--- config.mk ---
export PLATFORM = sky130hd
export DESIGN_NAME = exe_stage
export DESIGN_NICKNAME = d
export VERILOG_FILES = /design/src/rtl/exe_stage_pkg.sv /design/src/rtl/exe_stage_div.sv /design/src/rtl/exe_stage.sv
export SDC_FILE = /design/constraint.sdc
export NUM_CORES = 2
export LEC_CHECK = 0
export CAP_MARGIN = 20
export CORE_MARGIN = 1
export CORE_UTILIZATION = 64
export CTS_CLUSTER_SIZE = 16
export DETAILED_ROUTE_END_ITERATION = 16
export PLACE_DENSITY = 0.92
export SLEW_MARGIN = 20
export SYNTH_ARGS = -nofsm -noshare
export SYNTH_HDL_FRONTEND = slang
export SYNTH_SLANG_ARGS = --single-unit
--- constraint.sdc ---
create_clock -name clk -period 12.1 [get_ports clk]
set_input_delay 1.21 -clock clk [delete_from_list [all_inputs] [get_ports clk]]
set_output_delay 1.21 -clock clk [all_outputs]
set_load 0.03 [all_outputs]
--- src/rtl/exe_stage_pkg.sv ---
// exe_stage_pkg: shared bus widths, the decode->execute bus layout, the
// divider state encoding and the combinational ALU used by the execute stage.
package exe_stage_pkg;

  localparam int DS_TO_ES_BUS_WD = 145;
  localparam int ES_TO_MS_BUS_WD = 71;
  localparam int ES_FWD_BUS_WD   = 39;
  localparam int ALU_OP_WD       = 12;

  // Field order matches the packed decode bus, MSB first.
  typedef struct packed {
    logic                 mult;
    logic                 multu;
    logic                 div;
    logic                 divu;
    logic                 mfhi;
    logic                 mflo;
    logic                 mthi;
    logic                 mtlo;
    logic [ALU_OP_WD-1:0] alu_op;
    logic                 load_op;
    logic                 src1_is_sa;
    logic                 src1_is_pc;
    logic                 src2_is_imm;
    logic                 src2_is_uimm;
    logic                 src2_is_8;
    logic                 gr_we;
    logic                 mem_we;
    logic [4:0]           dest;
    logic [15:0]          imm;
    logic [31:0]          rs_value;
    logic [31:0]          rt_value;
    logic [31:0]          pc;
  } ds_to_es_t;

  // Bit positions inside the one-hot alu_op.
  typedef enum int unsigned {
    OP_ADD  = 0,
    OP_SUB  = 1,
    OP_SLT  = 2,
    OP_SLTU = 3,
    OP_AND  = 4,
    OP_NOR  = 5,
    OP_OR   = 6,
    OP_XOR  = 7,
    OP_SLL  = 8,
    OP_SRL  = 9,
    OP_SRA  = 10,
    OP_LUI  = 11
  } alu_op_e;

  typedef enum logic [1:0] {
    DIV_IDLE,
    DIV_BUSY,
    DIV_DONE
  } div_state_e;

  // Shifts move src2 by src1[4:0]; lui places src2[15:0] in the upper half.
  function automatic logic [31:0] alu(input logic [ALU_OP_WD-1:0] op,
                                      input logic [31:0] a,
                                      input logic [31:0] b);
    logic [31:0] res;
    res = '0;
    if (op[OP_ADD])  res = res | (a + b);
    if (op[OP_SUB])  res = res | (a - b);
    if (op[OP_SLT])  res = res | {31'b0, ($signed(a) < $signed(b))};
    if (op[OP_SLTU]) res = res | {31'b0, (a < b)};
    if (op[OP_AND])  res = res | (a & b);
    if (op[OP_NOR])  res = res | ~(a | b);
    if (op[OP_OR])   res = res | (a | b);
    if (op[OP_XOR])  res = res | (a ^ b);
    if (op[OP_SLL])  res = res | (b << a[4:0]);
    if (op[OP_SRL])  res = res | (b >> a[4:0]);
    if (op[OP_SRA])  res = res | 32'($signed(b) >>> a[4:0]);
    if (op[OP_LUI])  res = res | {b[15:0], 16'b0};
    return res;
  endfunction

endpackage

--- src/rtl/exe_stage_div.sv ---
// div_iter: iterative restoring divider, one quotient bit per cycle.
//   start      one-cycle launch, samples x/y/signed_op
//   busy       iterations in progress
//   done       result valid, held until ack
//   q, r       sign-corrected quotient and remainder
// Divide by zero yields an all-ones magnitude quotient and the dividend
// magnitude as remainder, before sign correction.
import exe_stage_pkg::*;

module div_iter #(
  parameter int DIV_STEPS = 32
) (
  input  logic        clk,
  input  logic        reset,
  input  logic        start,
  input  logic        signed_op,
  input  logic [31:0] x,
  input  logic [31:0] y,
  input  logic        ack,
  output logic        busy,
  output logic        done,
  output logic [31:0] q,
  output logic [31:0] r
);

  div_state_e  state_q, state_d;
  logic [5:0]  cnt_q;
  logic [31:0] quo_q, rem_q, den_q;
  logic        negq_q, negr_q;

  logic        x_neg, y_neg;
  logic [32:0] rem_shift;
  logic        ge;
  logic [31:0] diff;

  assign x_neg     = signed_op & x[31];
  assign y_neg     = signed_op & y[31];
  // quo_q starts as the dividend and shifts quotient bits in from the right.
  assign rem_shift = {rem_q, quo_q[31]};
  assign ge        = rem_shift >= {1'b0, den_q};
  assign diff      = rem_shift[31:0] - den_q;

  assign busy = (state_q == DIV_BUSY);
  assign done = (state_q == DIV_DONE);
  assign q    = negq_q ? -quo_q : quo_q;
  assign r    = negr_q ? -rem_q : rem_q;

  always_ff @(posedge clk or posedge reset) begin
    if (reset) state_q <= DIV_IDLE;
    else       state_q <= state_d;
  end

  always_comb begin
    state_d = state_q;
    case (state_q)
      DIV_IDLE: if (start) state_d = DIV_BUSY;
      DIV_BUSY: if (cnt_q == 6'(DIV_STEPS - 1)) state_d = DIV_DONE;
      DIV_DONE: if (ack) state_d = DIV_IDLE;
      default:  state_d = DIV_IDLE;
    endcase
  end

  always_ff @(posedge clk or posedge reset) begin
    if (reset) begin
      cnt_q  <= '0;
      quo_q  <= '0;
      rem_q  <= '0;
      den_q  <= '0;
      negq_q <= 1'b0;
      negr_q <= 1'b0;
    end else if (state_q == DIV_IDLE && start) begin
      cnt_q  <= '0;
      quo_q  <= x_neg ? -x : x;
      rem_q  <= '0;
      den_q  <= y_neg ? -y : y;
      negq_q <= x_neg ^ y_neg;
      negr_q <= x_neg;
    end else if (state_q == DIV_BUSY) begin
      cnt_q <= cnt_q + 6'd1;
      rem_q <= ge ? diff : rem_shift[31:0];
      quo_q <= {quo_q[30:0], ge};
    end
  end

endmodule

--- src/rtl/exe_stage.sv ---
// exe_stage: execute stage of the 5-stage MIPS pipeline.
//   clk, reset                 clock, async active-high reset
//   ds_to_es_valid/_bus        instruction from decode; es_allowin back
//   es_to_ms_valid/_bus        result toward memory stage; ms_allowin back
//   es_fwd_bus                 {load, block_valid, dest, result} for decode
//   data_sram_*                data-SRAM request issued in this stage
// Owns HI/LO: mult/multu, iterative div/divu, mfhi/mflo/mthi/mtlo.
import exe_stage_pkg::*;

module exe_stage #(
  parameter int DIV_STEPS = 32
) (
  input  logic                       clk,
  input  logic                       reset,
  input  logic                       ms_allowin,
  output logic                       es_allowin,
  input  logic                       ds_to_es_valid,
  input  logic [DS_TO_ES_BUS_WD-1:0] ds_to_es_bus,
  output logic                       es_to_ms_valid,
  output logic [ES_TO_MS_BUS_WD-1:0] es_to_ms_bus,
  output logic [ES_FWD_BUS_WD-1:0]   es_fwd_bus,
  output logic                       data_sram_en,
  output logic [3:0]                 data_sram_wen,
  output logic [31:0]                data_sram_addr,
  output logic [31:0]                data_sram_wdata
);

  logic        es_valid_q;
  ds_to_es_t   bus_q;
  logic [31:0] hi_q, lo_q;

  logic        is_div, es_ready_go, handoff;
  logic        div_start, div_busy, div_done;
  logic [31:0] div_q, div_r;
  logic [31:0] src1, src2, alu_result, es_result;
  logic signed [63:0] mul_a, mul_b, prod;

  assign is_div      = bus_q.div | bus_q.divu;
  assign es_ready_go = !(is_div && !div_done);
  assign es_allowin  = !es_valid_q || (es_ready_go && ms_allowin);
  assign es_to_ms_valid = es_valid_q && es_ready_go;
  assign handoff     = es_to_ms_valid && ms_allowin;
  assign div_start   = es_valid_q && is_div && !div_busy && !div_done;

  always_ff @(posedge clk or posedge reset) begin
    if (reset) es_valid_q <= 1'b0;
    else if (es_allowin) es_valid_q <= ds_to_es_valid;
  end

  always_ff @(posedge clk or posedge reset) begin
    if (reset) bus_q <= '0;
    else if (ds_to_es_valid && es_allowin) bus_q <= ds_to_es_bus;
  end

  always_comb begin
    src1 = bus_q.rs_value;
    if (bus_q.src1_is_sa)      src1 = {27'b0, bus_q.imm[10:6]};
    else if (bus_q.src1_is_pc) src1 = bus_q.pc;
    src2 = bus_q.rt_value;
    if (bus_q.src2_is_imm)       src2 = {{16{bus_q.imm[15]}}, bus_q.imm};
    else if (bus_q.src2_is_uimm) src2 = {16'b0, bus_q.imm};
    else if (bus_q.src2_is_8)    src2 = 32'd8;
  end

  assign alu_result = alu(bus_q.alu_op, src1, src2);

  // Sign-extend only for signed mult; the low 64 bits of the 64x64 product
  // are the exact 32x32 result in both modes.
  assign mul_a = {{32{bus_q.mult & bus_q.rs_value[31]}}, bus_q.rs_value};
  assign mul_b = {{32{bus_q.mult & bus_q.rt_value[31]}}, bus_q.rt_value};
  assign prod  = mul_a * mul_b;

  always_comb begin
    es_result = alu_result;
    if (bus_q.mfhi)      es_result = hi_q;
    else if (bus_q.mflo) es_result = lo_q;
  end

  // HI/LO change only on the handoff edge, so a stalled producer writes once
  // and a directly following mfhi/mflo sees the new value.
  always_ff @(posedge clk or posedge reset) begin
    if (reset) begin
      hi_q <= '0;
      lo_q <= '0;
    end else if (handoff) begin
      if (bus_q.mult || bus_q.multu) begin
        hi_q <= prod[63:32];
        lo_q <= prod[31:0];
      end else if (is_div) begin
        hi_q <= div_r;
        lo_q <= div_q;
      end else if (bus_q.mthi) begin
        hi_q <= bus_q.rs_value;
      end else if (bus_q.mtlo) begin
        lo_q <= bus_q.rs_value;
      end
    end
  end

  div_iter #(.DIV_STEPS(DIV_STEPS)) u_div (
    .clk      (clk),
    .reset    (reset),
    .start    (div_start),
    .signed_op(bus_q.div),
    .x        (bus_q.rs_value),
    .y        (bus_q.rt_value),
    .ack      (handoff && is_div),
    .busy     (div_busy),
    .done     (div_done),
    .q        (div_q),
    .r        (div_r)
  );

  assign data_sram_en    = es_valid_q && (bus_q.load_op || bus_q.mem_we);
  assign data_sram_wen   = (es_valid_q && bus_q.mem_we) ? 4'hF : 4'h0;
  assign data_sram_addr  = alu_result;
  assign data_sram_wdata = bus_q.rt_value;

  assign es_to_ms_bus = {bus_q.load_op, bus_q.gr_we, bus_q.dest, es_result, bus_q.pc};
  assign es_fwd_bus   = {es_valid_q && bus_q.load_op, es_valid_q && bus_q.gr_we,
                         bus_q.dest, es_result};

endmodule

# After elaboration in Yosys (flattened, before gate mapping)
# Cells that the tools add are included.
word_totals:
  register_bits: 316
  in_bits: 149
  output_inout_bits: 181
  elab_cells: 145
op_classes:
  addsub: 8
  n_bitwise: 21
  magnitude_cmp: 3
  mul: 1
  mux: 42
  eq_ne: 7
  n_shift: 3
  reduce_logical: 28
ops:
  columns: ["cell", "n"]
  rows:
  - ["$mux W32", 35]
  - ["$or A32 B32 Y32", 10]
  - ["$neg A32 Y32", 4]
  - ["$lt A32 B32 Y1", 2]
  - ["$mul A33 B33 Y64", 1]
  - ["$or A32 B1 Y32", 2]
  - ["$sub A32 B32 Y32", 2]
  - ["$ge A33 B32 Y1", 1]
  - ["$add A32 B32 Y32", 1]
  - ["$and A32 B32 Y32", 1]
  - ["$not A32 Y32", 1]
  - ["$shl A32 B5 Y32", 1]
  - ["$shr A32 B5 Y32", 1]
  - ["$sshr A32 B5 Y32", 1]
  - ["$xor A32 B32 Y32", 1]
  - ["$logic_and A1 B1 Y1", 14]
  - ["$mux W6", 2]
  - ["$add A6 B1 Y6 const B", 1]
  - ["$eq A6 B5 Y1 const B", 1]
  - ["$mux W2", 3]
  - ["$ne A2 B1 Y1 const B", 3]
  - ["$pmux W2 S3", 1]
  - ["$reduce_and A3 Y1", 2]
  - ["$reduce_bool A3 Y1", 2]
  - ["other kinds (12)", 20]

# Depth between registers and ports, before layout
depth:
  ltp_word: 29
  ltp_mapped: 31
  mapped_depth_nobuf: 28

# Cells and area by module
# From an unflattened synthesis, not the netlist that was laid out.
unflattened:
  cells_unflattened: 7895
  area_unflattened_um2: 67643.6
modules_own_cells:
  columns: ["mod", "area_each_um2", "n_inst", "cells_each"]
  rows:
  - ["exe_stage", 58509.9, 1, 6712]
  - ["div_iter", 9133.8, 1, 1183]

# Worst setup path before layout
# No wires, ideal clock.
synth_timing:
  path_kind: "reg2reg"
  start: "register bus_q[144] in the netlist's numbering"
  end: "register hi_q[23]"
  t_arrival_ns: 7.865
  synth_period_minus_slack_ns: 7.991
  setup_time_ns: 0.126
  path_slack_ns: 4.109
  path_stages_with_launch: 30
  cell_sequence: "dfrtp_1 and2_1 clkbuf_1 nand2_1 inv_1 fa_1 inv_1 fa_1 inv_1 fa_1 fa_1 inv_1 fa_1 inv_1 fa_1 inv_1 fa_1 fa_1 inv_1 ha_1 clkbuf_1 inv_1 nor2_1 nor2_1 and4b_1 and3_1 or3_1 nor2b_1 xnor2_1 a221o_1"
synth_via:
  elab_chain_len: 3
synth_lines:
  columns: ["item", "line_no", "rtl"]
  rows:
  - ["from (decl)", "exe_stage.sv:29", "ds_to_es_t bus_q;"]
  - ["from (signal assigned)", "exe_stage.sv:52", "else if (ds_to_es_valid && es_allowin) bus_q <= ds_to_es_bus;"]
  - ["$and A1 B1 Y1 (tied with other cells)", "exe_stage.sv:69", "assign mul_a = {{32{bus_q.mult & bus_q.rs_value[31]}}, bus_q.rs_value};"]
  - ["$mul A33 B33 Y64 / $reduce_bool A3 Y1 (equally long branches)", null, null]
  - ["$mux W32 / $reduce_and A2 Y1 (equally long branches)", null, null]
  - ["to (signal assigned)", "exe_stage.sv:87", "hi_q <= prod[63:32];"]
  - ["to (signal assigned)", "exe_stage.sv:90", "hi_q <= div_r;"]
  - ["to (signal assigned)", "exe_stage.sv:93", "hi_q <= bus_q.rs_value;"]
  - ["to (decl)", "exe_stage.sv:30", "logic [31:0] hi_q, lo_q;"]
# Several ways; a longest one is shown, not always the timed one.
# A chain may end at the register's enable or synchronous reset.

# Worst setup path in the final report
layout_timing:
  start: "register bus_q[144] in the netlist's numbering"
  end: "register hi_q[27]"
# Same word-level chain as after synthesis.

==> flow_summary.toml <==
[setup_path]
critPathMaxStageDelay_ns = 0.88
worstSetupPathType = "reg2reg"
timing.critical_path.arrival_ns = 10.15
critPathBufInv = 9
worst_path_dominant_cell_family = "adder cells"
cp.required_ns = 12.64
crit_path_start_kind = "flip-flop"
slowest_stage = "fa_1"
maximum_fanout_along_the_worst_path = 25
cp-end-kind = "flip-flop"

[routing]
wl_met1_um = 80900
top_layer_used = "met5"
post_drt_wl_per_cell_um = 28.4
firstDrtPassIters = 12
drc = 0
wl_met2_um = 107000
violation_count_after_the_first_detailed_routing_iteration = 9381
avgViaCountPerCell = 6.77
finalWirelength_um = 256000
vias = 61100
dr_wl_met3_um = 40300
detail-route-antenna-nets = 0

[sta]
slew_viol_final = 0
finalSetupViolCount = 0
timing.fmax_ghz = 0.104
report.final.hold_viol_count = 0
slew_headroom = 0.138
fin_worst_skew_ns = 0.0614
setup_total_negative_slack_ns = 0
finalCritPeriodShare = 0.794
final_period_minus_worst_setup_slack_ns = 9.61
worst-slew-pin-transition_ns = 1.29
grt_setup_unrepaired = "false"
setup_slack_ns = 2.49

[synthesis]
postSynthCellCount = 7726
yosys.area.top_type = "fa_1"
post_synth_instance_area_um2 = 66900
synth_fp_nets = 9348
synth.yosys.seq_area_share = 0.118
synthTopCellsByCount = "inv_1, fa_1, nand2_1"
post-synth-top-area-fraction = 0.337
synth-seq-cells = 316
synth-edff-count = 0
ys_top_cells_by_area = "fa_1, dfrtp_1, inv_1, ha_1, nand2_1"
synth_warnings = 0
ys_async_sr_fraction = 1.00
synth.most_common_cell = "inv_1"
yosys.cell_types.count = 101
synth-main-ff-cell = "dfrtp_1"
synthesis.area_per_instance_um2 = 8.66

[die]
core_region_area_um2 = 104000
design.die.area_um2 = 106000
start_util = 0.646
dieHeight_um = 325
floorplan.io_pins = 330
rows = 118
floorplan.die.width_um = 325

[final_layout]
layout-area-overhead-vs-synth_pct = 6.95
nets_finish = 9216
fillCellCount = 7417
multiInputGateArea_um2 = 51400
layout.area.seq_um2 = 7910
fraction_of_final_layout_cells_with_drive_strength_greater_than_1 = 0.0623
fin_util = 0.691

[clock_network]
cts.reportedPaths.clkPinSlew_ns = 0.09
insertion_delay_ns = 0.65
cts-root-to-sink-buffers = 3
clockRootBuffer = "clkbuf_16"
tritoncts_num_sinks = 316
cts.hold.buffers_added = 0
cts_buffers = 41
post-cts-setup-buffers = 0
htree_num_levels = 2
tritoncts = "built"
cts_resized = 0

[placed_design]
port-buffer-count = 329
routabilityCongestion = 1.11
place_worst_setup_slack_ns = 2.71
detailedPlacementHpwl_um = 195000

[global_routing]
antenna_violations_before_repair = 26
first_global_vias = 63400
grt_overflow = 0
groute.usage.overall = 0.483
grt_first_pass_wirelength_um = 383000
grt_start_max_net_pins = 128

[outcome]
run_status = "finished, final reports clean"

[worst_hold_path]
hp-class = "reg2reg"

[run]
max_cap_viols = 0
## cell families after synthesis
family | count (synthesis) | synth area share
simple gates | 2132 | 0.148
buf+inv | 1926 | 0.116
fa+ha+maj | 1473 | 0.402
compound gates | 1242 | 0.121
mux | 371 | 0.0595
flops | 316 | 0.118
xor+xnor | 266 | 0.0348
## per-stage QoR
step | hold slack, ns | cell area [um2] | std cells
after floorplan | 0.441 | 66900 | 7726
after detailed placement | 0.470 | 70100 | 8930
after global routing | 0.504 | 71500 | 9005
final | 0.485 | 71600 | 9027
after global placement | 0.458 | 70100 | 8930
after CTS | 0.484 | 71500 | 9003
## state kept, by name, indices dropped and copies added (netlist names), 5 cells and up
register	flops
hi_q	32
lo_q	32
bus_q	74
data_sram_wdata	32
es_to_ms_bus	34
u_div.cnt_q	6
u_div.rem_q	32
u_div.quo_q	32
es_fwd_bus	5
u_div.den_q	32
## layout by cell type (no fill, tap or decap), types with 122 or more instances in the layout
| cell type | n |
|---|---|
| clkdlybuf4s50_1 | 329 |
| and2_1 | 346 |
| a21oi_1 | 276 |
| ha_1 | 345 |
| nand2_1 | 1062 |
| xnor2_1 | 143 |
| buf_4 | 124 |
| fa_1 | 1128 |
| mux2i_1 | 197 |
| inv_1 | 1288 |
| dfrtp_1 | 311 |
| xor2_1 | 122 |
| mux2_2 | 167 |
| nor2_1 | 276 |
| o21ai_0 | 342 |
## cell type report
cell class,instances,area share
tap,1380,0.0241
inverter,1296,0.0681
timing repair buffer,455,0.0594
antenna,23,0.000804
clock inverter,15,0.00274
multi-input combinational,5484,0.718
sequential,316,0.111
clock buffer,58,0.0168
## worst paths after layout
check | slack, ns | from | cells past startpoint | endpoint
max | 2.49 | bus_q[144] | 29 | hi_q[27]
min | 0.49 | u_div.den_q[7] | 2 | u_div.den_q[7]
max reg2reg | 2.49 | bus_q[144] | 29 | hi_q[27]
min reg2reg | 0.49 | u_div.den_q[7] | 2 | u_div.den_q[7]
max in group asynchronous | 9.09 | reset | 3 | bus_q[122]
min in group asynchronous | 1.23 | reset | 2 | es_to_ms_bus[69]
## layer usage
layer / global-route usage / vias up
met1: 0.558 / 29300
li1: - / 24200
met4: 0.400 / 22
met2: 0.703 / 5655
met3: 0.195 / 1920
met5: 0 / -
## worst register-to-register path, delay by kind of cell, from the launching register on
kind / cells / cell delay, ns
flip-flops: 1 / 0.35
AND/OR/NAND/NOR: 7 / 1.87
buffers and inverters: 9 / 1.69
XOR/XNOR: 1 / 0.18
adder cells (fa/ha/maj): 9 / 4.91
AO/OA/AOI/OAI: 3 / 0.50
Power is not shown: default switching activity piles up to over one toggle a cycle in this logic, so the estimate is an artifact.
